[src/rtl/truth_table_pkg.sv]
// Shared definitions for the truth-table sweeper: FSM encoding and sweep bounds.
package truth_table_pkg;

    // FSM encoding; values are fixed so the debug state port decodes stably.
    typedef enum logic [1:0] {
        IDLE   = 2'd0,
        SETTLE = 2'd1,
        SAMPLE = 2'd2,
        DONE   = 2'd3
    } state_t;

    // Number of input vectors of a 4-input function, and the index of the last one.
    localparam int unsigned VEC_COUNT  = 16;
    localparam logic [3:0]  LAST_INDEX = 4'd15;

    // Width of the settle counter; covers SETTLE_CYCLES-1 up to 254.
    localparam int unsigned TIMER_W = 8;

endpackage

[src/rtl/truth_table_sweeper_settle_timer.sv]
// Settle timer: loadable down-counter that stops at zero and flags expiry.
module settle_timer
    import truth_table_pkg::*;
(
    input  logic               clk,
    input  logic               rst,
    input  logic               load,
    input  logic [TIMER_W-1:0] load_value,
    output logic               expired
);

    logic [TIMER_W-1:0] count_q;
    logic [TIMER_W-1:0] count_d;

    // Next count: load wins, otherwise count down and park at zero.
    always_comb begin
        count_d = count_q;
        if (load) begin
            count_d = load_value;
        end else if (count_q != '0) begin
            count_d = count_q - 1'b1;
        end
    end

    // Counter register with synchronous reset to zero.
    always_ff @(posedge clk) begin
        if (rst) begin
            count_q <= '0;
        end else begin
            count_q <= count_d;
        end
    end

    assign expired = (count_q == '0);

endmodule

[src/rtl/truth_table_sweeper.sv]
// Truth-table sweeper: steps a 4-bit stimulus through all 16 vectors, lets each
// settle for SETTLE_CYCLES cycles, then captures the response y_in into table_q.
//
// Handshake: start is a level request, honoured only in IDLE or DONE; busy is
// high from the edge that accepts start until the edge that enters DONE, and
// done stays high (results frozen) until the next accepted start or reset.
module truth_table_sweeper
    import truth_table_pkg::*;
#(
    parameter int unsigned SETTLE_CYCLES = 4
) (
    input  logic        clk,
    input  logic        rst,
    input  logic        start,
    input  logic        y_in,
    output logic        a,
    output logic        b,
    output logic        c,
    output logic        d,
    output logic        busy,
    output logic        done,
    output logic [15:0] table_q,
    output logic [4:0]  ones_count,
    output logic [1:0]  state_dbg
);

    localparam logic [TIMER_W-1:0] SETTLE_LOAD = TIMER_W'(SETTLE_CYCLES - 1);

    state_t      state_q;
    logic [3:0]  index_q;
    logic [15:0] tbl_q;
    logic [4:0]  ones_q;
    logic        busy_q;
    logic        done_q;

    logic        timer_load;
    logic        timer_expired;

    settle_timer u_settle_timer (
        .clk        (clk),
        .rst        (rst),
        .load       (timer_load),
        .load_value (SETTLE_LOAD),
        .expired    (timer_expired)
    );

    // Reload the settle timer when a sweep starts and when moving to the next vector.
    always_comb begin
        timer_load = 1'b0;
        if ((state_q == IDLE || state_q == DONE) && start) begin
            timer_load = 1'b1;
        end else if (state_q == SAMPLE && index_q != LAST_INDEX) begin
            timer_load = 1'b1;
        end
    end

    // Sweep FSM with index, result and status registers.
    always_ff @(posedge clk) begin
        if (rst) begin
            state_q <= IDLE;
            index_q <= 4'd0;
            tbl_q   <= 16'h0000;
            ones_q  <= 5'd0;
            busy_q  <= 1'b0;
            done_q  <= 1'b0;
        end else begin
            case (state_q)
                IDLE, DONE: begin
                    if (start) begin
                        tbl_q   <= 16'h0000;
                        ones_q  <= 5'd0;
                        index_q <= 4'd0;
                        busy_q  <= 1'b1;
                        done_q  <= 1'b0;
                        state_q <= SETTLE;
                    end
                end
                SETTLE: begin
                    if (timer_expired) begin
                        state_q <= SAMPLE;
                    end
                end
                SAMPLE: begin
                    tbl_q[index_q] <= y_in;
                    ones_q         <= ones_q + {4'd0, y_in};
                    if (index_q == LAST_INDEX) begin
                        // Last vector: index stays at 15 so a..d hold 4'b1111.
                        busy_q  <= 1'b0;
                        done_q  <= 1'b1;
                        state_q <= DONE;
                    end else begin
                        index_q <= index_q + 4'd1;
                        state_q <= SETTLE;
                    end
                end
                default: begin
                    state_q <= IDLE;
                end
            endcase
        end
    end

    assign {a, b, c, d} = index_q;
    assign busy         = busy_q;
    assign done         = done_q;
    assign table_q      = tbl_q;
    assign ones_count   = ones_q;
    assign state_dbg    = state_q;

endmodule

[config.mk]
export PLATFORM = sky130hd
export DESIGN_NAME = truth_table_sweeper
export DESIGN_NICKNAME = d
export VERILOG_FILES = /design/src/rtl/truth_table_pkg.sv /design/src/rtl/truth_table_sweeper_settle_timer.sv /design/src/rtl/truth_table_sweeper.sv
export SDC_FILE = /design/constraint.sdc
export NUM_CORES = 1
export LEC_CHECK = 0
export CAP_MARGIN = 20
export CORE_UTILIZATION = 50
export CTS_CLUSTER_SIZE = 24
export DETAILED_ROUTE_END_ITERATION = 10
export GPL_TIMING_DRIVEN = 0
export PLACE_DENSITY = 0.74
export SETUP_SLACK_MARGIN = 0.4
export SYNTH_ARGS = -nofsm -noshare
export SYNTH_HDL_FRONTEND = slang
export SYNTH_SLANG_ARGS = --single-unit
export TNS_END_PERCENT = 10
[constraint.sdc]
create_clock -name clk -period 2.5 [get_ports clk]
set_input_delay 0.625 -clock clk [delete_from_list [all_inputs] [get_ports clk]]
set_output_delay 0.625 -clock clk [all_outputs]
set_load 0.01 [all_outputs]
== Word level (Yosys, flattened, before mapping) ==
Index checks and enable logic that the tools add are counted.
Storage, ports and cells
  word-level logic and storage cells: 61
  input port bits: 4
  flip-flop bits (word level): 37
  output and inout port bits: 29
Operators by class
  order comparisons: 2
  eq/ne operators: 9
  $add $sub $neg: 3
  reductions and logical operators: 15
  mux-type cells: 24
Operator list (number)
  16-bit one-hot mux with 2 select lines: 1
  16-bit bitwise mux: 1
  16-bit 2-to-1 mux: 1
  2-bit 2-to-1 mux: 5
  5-bit one-hot mux with 2 select lines: 1
  8-bit logical NOT: 1
  4-bit 2-to-1 mux: 2
  4-bit one-hot mux with 2 select lines: 1
  8-bit nonzero test: 1
  8-bit by 1-bit subtractor with 8-bit output (second input constant): 1
  1-bit 2-to-1 mux: 7
  2-bit inequality test (second input constant): 3
  2-bit one-hot mux with 3 select lines: 1
  3-bit AND reduction: 2
  5-bit by 1-bit adder with 5-bit output: 1
  4-bit by 5-bit less-than comparator with 1-bit output (second input constant): 1
  5-bit 2-to-1 mux: 1
  4-bit by 1-bit adder with 4-bit output (second input constant): 1
  1-bit demux with 4-bit select: 1
  2-bit equality test (second input constant): 2
  4-bit equality test (second input constant): 1
  4-bit by 1-bit >= comparator with 1-bit output (second input constant): 1
  4-bit inequality test (second input constant): 1
  1-bit one-hot mux with 2 select lines: 2
  other kinds (8): 13

== Logic depth before layout (Yosys ltp) ==
Gate-level depths: netlist of the first run.
  depth after elaboration: 6
  depth in mapped cells: 8

== By module ==
From an unflattened synthesis of the first run, not the netlist that was laid out.
Second synthesis, totals
  cells, all modules: 217
  area total of the unflattened synthesis: 1978.1 µm²
Modules (own cells, without submodules)
  truth_table_sweeper: instances 1, cells each 164, area each 1502.7 µm², sequential area each 580.6 µm²
  settle_timer: instances 1, cells each 53, area each 475.5 µm², sequential area each 160.2 µm²

== Worst setup path before layout of the first run ==
Ideal clock, no wire load.
  kind: flip-flop to flip-flop
  start: register state_q[0] (netlist: state_dbg[0])
  end: register tbl_q[3] (netlist: table_q[3])
  buffers on the path: 2
  path slack: 487 ps
  stages on the path, launching flop included: 9
  data arrival time: 1897 ps
  clock period less this slack: 2013 ps
  data required time: 2384 ps
  library setup time: 116 ps
  cell sequence: dfxtp_1 -> inv_1 -> ha_1 -> buf_2 -> mux2_4 -> and2_1 -> clkbuf_1 -> and3b_1 -> a31o_2
Between the ends
  cells in the longest elaborated chain, start to end: 4
  elaborated cells between the ends (all ways): 8
  those cells by class: eq/ne: 3; mux: 1; reduce/logical: 4
Ends and longest elaborated chain
  from (decl): RTL line truth_table_sweeper.sv:29  | state_t state_q;
  from (signal assigned): RTL line truth_table_sweeper.sv:60  | state_q <= IDLE;
  from (signal assigned): RTL line truth_table_sweeper.sv:75  | state_q <= SETTLE;
  from (signal assigned): RTL line truth_table_sweeper.sv:80  | state_q <= SAMPLE;
  2-bit equality test or 2-bit logical NOT (tied branches): RTL line truth_table_sweeper.sv:67  | case (state_q)
  2-bit OR reduction: RTL line truth_table_sweeper.sv:67
  2-bit inequality test (no source line) or 2-bit nonzero test (tied branches)
  2-bit AND reduction (no source line)
  to (signal, indexed assignment): RTL line truth_table_sweeper.sv:84  | tbl_q[index_q] <= y_in;
  to (decl): RTL line truth_table_sweeper.sv:31  | logic [15:0] tbl_q;
Parallel ways exist; a longest one is shown, timed or not.
A chain may end at the register's enable or synchronous reset.

== Final worst setup path of the first run ==
  start: register index_q[0]
  end: output d
RTL lines
  from (decl): RTL line truth_table_sweeper.sv:30  | logic [3:0] index_q;
  from (signal assigned): RTL line truth_table_sweeper.sv:92  | index_q <= index_q + 4'd1;
  to (decl): RTL line truth_table_sweeper.sv:19  | output logic d,
No word-level cell between the ends.

==> results of run 1 <==
## layer usage
metal	track usage [%]	vias up
met5	0	-
li1	-	808
met1	28.2	739
met2	37.5	43
met3	6.00	13
met4	8.25	0
## stage by stage
stage               utilization [%]  hold WS [ns]  power, mW
floorplan                         -         0.459       1.28
global placement               64.0         0.467       1.39
detailed placement             64.0         0.474       1.43
CTS                            66.0         0.502       1.78
global route                   66.4         0.510       1.90
finish                         66.4         0.499       1.80
## layout make-up
class / instances / area [um2]
Sequential cell: 37 / 744
Timing Repair Buffer: 32 / 320
Clock inverter: 2 / 13.8
Fill cell: 272 / 1140
Tap cell: 46 / 57.6
Clock buffer: 6 / 51.3
Multi-Input combinational cell: 146 / 971
Inverter: 10 / 37.5
Buffer: 11 / 53.8
## cells in the mapped netlist, types with 2 or more instances
| library cell | n |
|---|---|
| and3_1 | 2 |
| nand4_1 | 4 |
| a21oi_1 | 11 |
| inv_1 | 10 |
| a211oi_1 | 2 |
| nand3_1 | 12 |
| a32oi_1 | 4 |
| o21bai_1 | 3 |
| nor2b_1 | 3 |
| nor3_1 | 5 |
| dfxtp_1 | 37 |
| nand2b_1 | 2 |
| buf_2 | 2 |
| ha_1 | 9 |
| xnor2_1 | 5 |
| xor2_1 | 4 |
| and2_1 | 2 |
| a31o_2 | 12 |
| nand2_1 | 10 |
| o21ai_0 | 4 |
| clkbuf_1 | 8 |
| nor2_1 | 31 |
## kinds of logic (layout without fill, tap and decap cells)
family | after synthesis | count (layout) | share of synthesized area, %
multiplexers | 2 | 2 | 1.47
AO/OA/AOI/OAI | 44 | 44 | 18.3
buffers and inverters | 21 | 61 | 4.75
adder cells (fa/ha/maj) | 9 | 9 | 6.29
flip-flops | 37 | 37 | 41.3
AND/OR/NAND/NOR | 82 | 82 | 23.5
XOR/XNOR | 9 | 9 | 4.40
## how the worst max path moves through the flow
stage,start,endpoint,slack [ns],cells after the start
after floorplan,state_dbg[0]$_SDFFE_PP0P_,table_q[3]$_SDFFE_PP0P_,0.49,8
after global placement,start,table_q[5]$_SDFFE_PP0P_,0.17,5
after detailed placement,start,table_q[4]$_SDFFE_PP0P_,0.09,5
after CTS,state_dbg[0]$_SDFFE_PP0P_,table_q[3]$_SDFFE_PP0P_,0.36,8
after global routing,index_q[0]$_SDFFE_PP0P_,d,0.38,1
final,index_q[0]$_SDFFE_PP0P_,d,0.46,1
## flip-flops by register name, indices dropped and copies added (netlist names)
| name | count |
|---|---|
| done | 1 |
| index_q | 4 |
| ones_count | 5 |
| busy | 1 |
| table_q | 16 |
| u_settle_timer.count_q | 8 |
| state_dbg | 2 |
## power by group
group / internal [mW] / leakage [nW] / switching [mW]
registers: 0.669 / 0.300 / 0.0789
logic: 0.310 / 0.507 / 0.378
clock network: 0.137 / 0.0382 / 0.223
total: 1.12 / 0.846 / 0.679
## repair_timing
item	CTS	global route
resized for setup	1	9
setup endpoints to repair	10	20
gates cloned	0	0
==> impl_metrics.csv, run 1 <==
group,metric,value,unit
sta,skew,0.00877,ns
die,die_w,61.9,um
routing,firstDrtPassIters,4,
die,start_util,52.9,%
place,portBuffers,32,
critical_path,r2r_end,"table_q[3]$_SDFFE_PP0P_",
critical_path,crit_chain,"clkdlybuf4s50_1",
routing,wl_met1,1840,um
yosys,yosysUniqueCellTypes,44,
routing,drc,0,
critical_path,critPathLaunchType,"flip-flop",
place,gp_congestion,0.809,
clocking,clk_pin_slew,0.12,ns
critical_path,slowest_stage,"clkdlybuf4s50_1",
worst_hold_path,hp-class,"reg -> reg",
yosys,synth_nets,217,
finish,final_common_cell,"dfxtp_1",
finish,layout.nets,256,
die,die_area,3830,um2
place,dp_slack,0.0865,ns
clocking,clk_latency,0.38,ns
yosys,syn_area,1790,um2
critical_path,critical-path-top-delay-family,"buffers and inverters",
sta,drv_slew,0,
clocking,cts_post_setup_buffers_inserted,0,
power,ir_drop,0.609,mV
yosys,synth_area_per_cell,8.78,um2
routing,top_layer,"met4",
outcome,status,"completed",
clocking,clock_path_buffers,2,
run,max_cap_violations,0,
yosys,synth_edf_count,0,
sta,setup_tns,0,ns
die,fp.dieH,61.9,um
finish,syn_to_final_growth,25.6,%
clocking,cts_buffers,5,
finish,drive_gt1_share,14.3,%
yosys,synth_top_cell_by_area,"dfxtp_1",
critical_path,r2r_setup_slack,0.47,ns
yosys,synth.area.top_cells,"dfxtp_1, nor2_1, ha_1, a31o_2, nand3_1",
grt,track_usage,22.6,%
grt,grt_pass1_wl,6260,um
sta,fmax,0.490,GHz
place,dp.cells,282,
place,postPlaceCellArea,2170,um2
routing,ant_nets,0,
worst_hold_path,hold_depth,1,
place,dpl.hpwl,2970,um
critical_path,crit_fanout,7,
worst_hold_path,hold_path_end,"table_q[12]$_SDFFE_PP0P_",
sta,finalHoldViolations,0,
grt,antenna_found_initial,0,
power,p_leak,0.846,nW
critical_path,r2r_cells,8,
finish,antenna_cells,0,
sta,finalSetupViolations,0,
yosys,syn_inst,204,
clocking,htreeDepth,2,
grt,grt_pass1_vias,1391,
finish,instances_no_fill,290,
critical_path,path_buf_inv,1,
critical_path,r2r_start,"state_dbg[0]$_SDFFE_PP0P_",
die,core_area,3390,um2
critical_path,worstPathArrival,1.42,ns
sta,fin_crit,2.04,ns
routing,num_vias,1603,
finish,fin_area,2250,um2
routing,viasPerCell,5.53,
yosys,yosysSeqAreaShare,41.3,%
critical_path,critPathCaptureType,"output pin",
routing,wl_met3,220,um
yosys,ys_seq_elements,37,
routing,routed_wl,4060,um
grt,overflow,0,
sta,slew_headroom,61.7,%
yosys,yosys_most_used_dff,"dfxtp_1",
die,std_cell_rows,21,
clocking,cts.sinks,37,
yosys,async_flop_share,0,%
grt,grt_max_degree,13,
yosys,yosys_warnings,0,
critical_path,crit_path_max_incr_delay,0.59,ns
clocking,tritoncts,"done",
sta,worst_slack,0.458,ns
critical_path,required,1.88,ns
finish,layout_common_cells,"dfxtp_1, clkdlybuf4s50_1, nor2_1",
clocking,root_buffer,"clkbuf_4",
routing,wl_met2,1910,um
routing,wl_per_cell,14.0,um
yosys,yosysTopAreaCellShare,41.3,%
die,io_pins,33,
sta,max_slew.worst_pin.slew,0.573,ns
clocking,cts_hold_buffers,0,
critical_path,critical_path_class,"reg -> out",
worst_hold_path,hp-start,"table_q[12]$_SDFFE_PP0P_",
sta,grt_setup_unrepaired,"yes",
power,power_density,798,nW/um2
routing,drt-initial-drc-count,112,
sta,post-route-period-util,81.7,%
(Power assumes the default switching activity.)
==> run 2, diff against run 1 <==
==> constraint.sdc (replaced) <==
create_clock -name clk -period 2.1 [get_ports clk]
set_input_delay 0.525 -clock clk [delete_from_list [all_inputs] [get_ports clk]]
set_output_delay 0.525 -clock clk [all_outputs]
set_load 0.01 [all_outputs]
==> impl_metrics.csv, run 2 (same netlist as run 1, synthesis figures left out) <==
group,metric,value,unit
finish,drive_gt1_share,26.7,%
critical_path,cp.depth,8,
finish,fin_area,2460,um2
critical_path,critPathLaunchType,"flip-flop",
finish,layout.nets,267,
grt,antenna_found_initial,0,
critical_path,crit_fanout,8,
clocking,root_buffer,"clkbuf_4",
critical_path,r2r_start,"state_dbg[0]$_SDFFE_PP0P_",
critical_path,crit_path_end,"table_q[3]$_SDFFE_PP0P_",
finish,syn_to_final_growth,37.1,%
sta,max_slew.worst_pin.slew,0.540,ns
die,core_area,3390,um2
sta,grt_setup_unrepaired,"yes",
finish,fill_cells,250,
die,std_cell_rows,21,
finish,largest_register_ffs,16,
critical_path,crit_chain,"inv_2, ha_4, buf_6, mux2_4, and2_4, buf_8, and3b_1, a31o_2",
critical_path,r2r_setup_slack,0.26,ns
place,dpl.hpwl,2970,um
grt,overflow,0,
clocking,cts_hold_buffers,0,
power,p_leak,0.967,nW
finish,antenna_cells,0,
clocking,cts.sinks,37,
finish,layout_common_cells,"nor2_1, clkdlybuf4s50_1, dfxtp_1",
routing,viasPerCell,5.63,
place,portBuffers,32,
routing,num_vias,1696,
clocking,htreeDepth,2,
routing,routed_wl,4320,um
power,ir_drop,0.662,mV
grt,grt_max_degree,12,
finish,post-route-util,72.5,%
die,die_area,3830,um2
sta,finalHoldViolations,0,
clocking,tritoncts,"done",
sta,setup_tns,0,ns
sta,worst_slack,0.263,ns
critical_path,crit_path_max_incr_delay,0.37,ns
die,fp.dieH,61.9,um
worst_hold_path,hp-class,"reg -> reg",
critical_path,r2r_end,"table_q[3]$_SDFFE_PP0P_",
place,gp_congestion,0.809,
die,io_pins,33,
critical_path,critical-path-top-delay-family,"flip-flops",
clocking,cts_buffers,5,
grt,grt_pass1_wl,6760,um
critical_path,critical_path_class,"reg -> reg",
routing,ant_nets,0,
grt,track_usage,24.7,%
critical_path,critPathCaptureType,"flip-flop",
routing,drc,0,
clocking,clk_pin_slew,0.11,ns
sta,fmax,0.544,GHz
sta,slew_headroom,64.0,%
critical_path,slowest_stage,"dfxtp_2",
sta,post-route-period-util,87.5,%
clocking,clock_path_buffers,2,
sta,skew,0.00836,ns
sta,finalSetupViolations,0,
critical_path,path_buf_inv,3,
critical_path,worstPathArrival,2.10,ns
routing,drt-initial-drc-count,157,
power,power_density,1020,nW/um2
die,die_w,61.9,um
grt,grt_pass1_vias,1538,
sta,fin_crit,1.84,ns
routing,firstDrtPassIters,4,
critical_path,required,2.36,ns
outcome,status,"completed",
run,max_cap_violations,0,
die,start_util,52.9,%
place,postPlaceCellArea,2190,um2
critical_path,startpoint,"state_dbg[0]$_SDFFE_PP0P_",
sta,drv_slew,0,
place,dp_slack,-0.201,ns
critical_path,r2r_cells,8,
clocking,clk_latency,0.35,ns
routing,wl_per_cell,14.4,um
## run 2: worst min-delay path: stages, from the launching register on
cell     delay (ns)
dfxtp_1        0.34
nand2_1        0.06
a21oi_1        0.06
## run 2: area by class of cell
cell class	count	area, um2	area share (%)
Inverter	10	37.5	1.53
Sequential cell	37	752	30.6
Clock inverter	1	30.0	1.22
Buffer	11	80.1	3.26
Tap cell	46	57.6	2.34
Multi-Input combinational cell	146	1030	42.1
Timing Repair Buffer	43	410	16.7
Clock buffer	7	55.1	2.24
## run 2: worst min path at each step
stage | from | cells past startpoint | slack (ns) | end
floorplan | u_settle_timer.count_q[3]$_SDFFE_PP0P_ | 2 | 0.46 | u_settle_timer.count_q[3]$_SDFFE_PP0P_
global placement | table_q[14]$_SDFFE_PP0P_ | 2 | 0.46 | table_q[14]$_SDFFE_PP0P_
detailed placement | table_q[14]$_SDFFE_PP0P_ | 2 | 0.47 | table_q[14]$_SDFFE_PP0P_
CTS | table_q[14]$_SDFFE_PP0P_ | 2 | 0.49 | table_q[14]$_SDFFE_PP0P_
global route | table_q[6]$_SDFFE_PP0P_ | 1 | 0.52 | table_q[6]$_SDFFE_PP0P_
finish | table_q[14]$_SDFFE_PP0P_ | 2 | 0.49 | table_q[14]$_SDFFE_PP0P_
## run 2: where the power goes
part	switching (mW)	internal, mW
combinational	0.530	0.566
clock	0.241	0.284
sequential	0.0956	0.800
## run 2: routing by layer
metal  vias up  wire [um]  track usage, %
met2        61       2030            39.3
met5         -          0               0
met4         0        106            10.8
li1        823          -               -
met3        14        201            7.04
met1       798       1990            31.2
## run 2: metrics by stage
| step | cells | power (mW) | hold WS, ns |
|---|---|---|---|
| global placement | 282 | 1.67 | 0.456 |
| floorplan | 204 | 1.54 | 0.459 |
| finish | 301 | 2.52 | 0.489 |
| global route | 301 | 2.66 | 0.523 |
| detailed placement | 282 | 1.72 | 0.469 |
| CTS | 298 | 2.35 | 0.491 |
## run 2: what timing repair did
action                                  4_1_cts  5_1_grt
pin swaps                                     0        6
setup buffers                                 7        3
cloned                                        1        0
gates resized for setup                      21       11
endpoints found under the setup margin       54       63
==> run 3, diff against run 2 <==
--- a/config.mk
+++ b/config.mk
@@ -5,7 +5,7 @@
 export SDC_FILE = /design/constraint.sdc
 export NUM_CORES = 1
 export LEC_CHECK = 0
-export CAP_MARGIN = 20
+export CORE_ASPECT_RATIO = 1.75
 export CORE_UTILIZATION = 50
 export CTS_CLUSTER_SIZE = 24
 export DETAILED_ROUTE_END_ITERATION = 10
==> impl_metrics.csv, run 3 (same netlist as run 1, synthesis figures left out) <==
group,metric,value,unit
die,die_w,47.3,um
routing,wl_per_cell,14.4,um
critical_path,crit_chain,"inv_2, ha_4, buf_6, mux2_4, and2_4, buf_8, and3b_1, a31o_2",
routing,drc,0,
finish,fin_area,2430,um2
place,portBuffers,32,
place,dp.cells,281,
routing,drt-initial-drc-count,48,
die,die_area,3840,um2
critical_path,critical-path-top-delay-family,"flip-flops",
die,io_pins,33,
sta,whs,0.489,ns
power,p_switching,0.850,mW
power,comb_power_share,39.1,%
clocking,cts.sinks,37,
power,ir_drop,0.866,mV
finish,layout_common_cells,"dfxtp_1, nor2_1, clkdlybuf4s50_1",
sta,finalSetupViolations,0,
critical_path,r2r_setup_slack,0.27,ns
routing,wl_met1,1680,um
critical_path,r2r_cells,8,
routing,top_layer,"met4",
place,gp_congestion,0.850,
critical_path,r2r_start,"state_dbg[0]$_SDFFE_PP0P_",
power,power_density,1030,nW/um2
die,fp.dieH,81.2,um
sta,grt_setup_unrepaired,"yes",
power,p_clk_share,25.1,%
worst_hold_path,hp-class,"reg -> reg",
clocking,tritoncts,"done",
sta,slew_headroom,66.3,%
finish,post-route-util,71.4,%
finish,instances_no_fill,299,
power,p_leak,0.937,nW
sta,skew,0.0105,ns
worst_hold_path,hp-start,"table_q[14]$_SDFFE_PP0P_",
place,postPlaceCellArea,2190,um2
finish,layout.nets,266,
finish,drive_gt1_share,22.4,%
grt,overflow,0,
grt,antenna_found_initial,0,
clocking,clock_path_buffers,2,
critical_path,required,2.28,ns
routing,num_vias,1677,
critical_path,path_buf_inv,3,
sta,drv_slew,0,
sta,fmax,0.548,GHz
routing,ant_nets,0,
critical_path,slowest_stage,"dfxtp_2",
critical_path,critPathCaptureType,"flip-flop",
die,std_cell_rows,28,
finish,syn_to_final_growth,35.5,%
critical_path,crit_fanout,8,
clocking,root_buffer,"clkbuf_8",
die,core_area,3400,um2
routing,wl_met2,2340,um
critical_path,crit_path_max_incr_delay,0.35,ns
clocking,cts_hold_buffers,0,
routing,firstDrtPassIters,4,
critical_path,critical_path_class,"reg -> reg",
clocking,clk_pin_slew,0.08,ns
worst_hold_path,hold_depth,2,
routing,viasPerCell,5.61,
grt,grt_pass1_wl,6870,um
finish,final_common_cell,"dfxtp_1",
critical_path,worstPathArrival,2.01,ns
die,start_util,52.7,%
outcome,status,"completed",
sta,post-route-period-util,86.9,%
sta,finalHoldViolations,0,
clocking,clk_latency,0.30,ns
critical_path,critPathLaunchType,"flip-flop",
power,switching_share,34.0,%
grt,grt_pass1_vias,1608,
place,dpl.hpwl,3060,um
routing,wl_met3,179,um
finish,antenna_cells,0,
worst_hold_path,hold_path_end,"table_q[14]$_SDFFE_PP0P_",
power,p_seq_share,35.8,%
routing,routed_wl,4310,um
run,max_cap_violations,0,
clocking,cts_buffers,5,
grt,track_usage,24.9,%
sta,fin_crit,1.83,ns
grt,grt_max_degree,14,
clocking,htreeDepth,2,
sta,max_slew.worst_pin.slew,0.505,ns
finish,largest_register_ffs,16,
critical_path,r2r_end,"table_q[3]$_SDFFE_PP0P_",
power,internal_power,1.65,mW
run 3: area by class of cell:
cell class	count	area [um2]
Inverter	10	37.5
Sequential cell	37	747
Fill cell	274	971
Multi-Input combinational cell	146	1000
Buffer	11	72.6
Tap cell	45	56.3
Timing Repair Buffer	42	398
Clock inverter	3	46.3
Clock buffer	5	68.8
run 3: what timing repair did:
item,CTS,global route
setup buffers,8,2
endpoints found under the setup margin,49,65
pin swaps,2,3
cloned,0,0
gates resized for setup,9,11
run 3: how the worst max path moves through the flow:
| stage | startpoint | end | slack, ns | cells after the start |
|---|---|---|---|---|
| after floorplan | state_dbg[0]$_SDFFE_PP0P_ | table_q[3]$_SDFFE_PP0P_ | 0.23 | 8 |
| after global placement | start | table_q[8]$_SDFFE_PP0P_ | -0.15 | 5 |
| after detailed placement | start | table_q[8]$_SDFFE_PP0P_ | -0.16 | 5 |
| after CTS | start | u_settle_timer.count_q[3]$_SDFFE_PP0P_ | 0.27 | 6 |
| after global routing | state_dbg[0]$_SDFFE_PP0P_ | table_q[3]$_SDFFE_PP0P_ | 0.24 | 8 |
| final | state_dbg[0]$_SDFFE_PP0P_ | table_q[3]$_SDFFE_PP0P_ | 0.27 | 8 |
run 3: worst min-delay path, cell delays in order, from the launching register on:
cell and delay [ns]:
dfxtp_1 0.33, nand2_1 0.06, a21oi_1 0.06
run 3: stage by stage:
| stage | setup slack, ns | total power, mW | setup TNS [ns] |
|---|---|---|---|
| 2_1_floorplan | 0.233 | 1.54 | 0 |
| 3_3_place_gp | -0.146 | 1.68 | -1.63 |
| 3_5_place_dp | -0.157 | 1.72 | -1.73 |
| 4_1_cts | 0.269 | 2.46 | 0 |
| 5_1_grt | 0.243 | 2.64 | 0 |
| 6_report | 0.274 | 2.50 | 0 |
run 3: layer usage:
| layer | up-vias | global-route usage, % |
|---|---|---|
| li1 | 820 | - |
| met1 | 790 | 24.7 |
| met2 | 58 | 45.3 |
| met3 | 9 | 4.89 |
| met4 | 0 | 12.9 |
| met5 | - | 0 |
run 3: power by group through the flow:
stage	Sequential [mW]	Combinational [mW]	Clock (mW)
6_report	0.895	0.978	0.627
2_1_floorplan	0.892	0.648	0
4_1_cts	0.889	0.921	0.647
5_1_grt	0.909	1.06	0.670
3_5_place_dp	0.908	0.812	0
3_3_place_gp	0.899	0.781	0
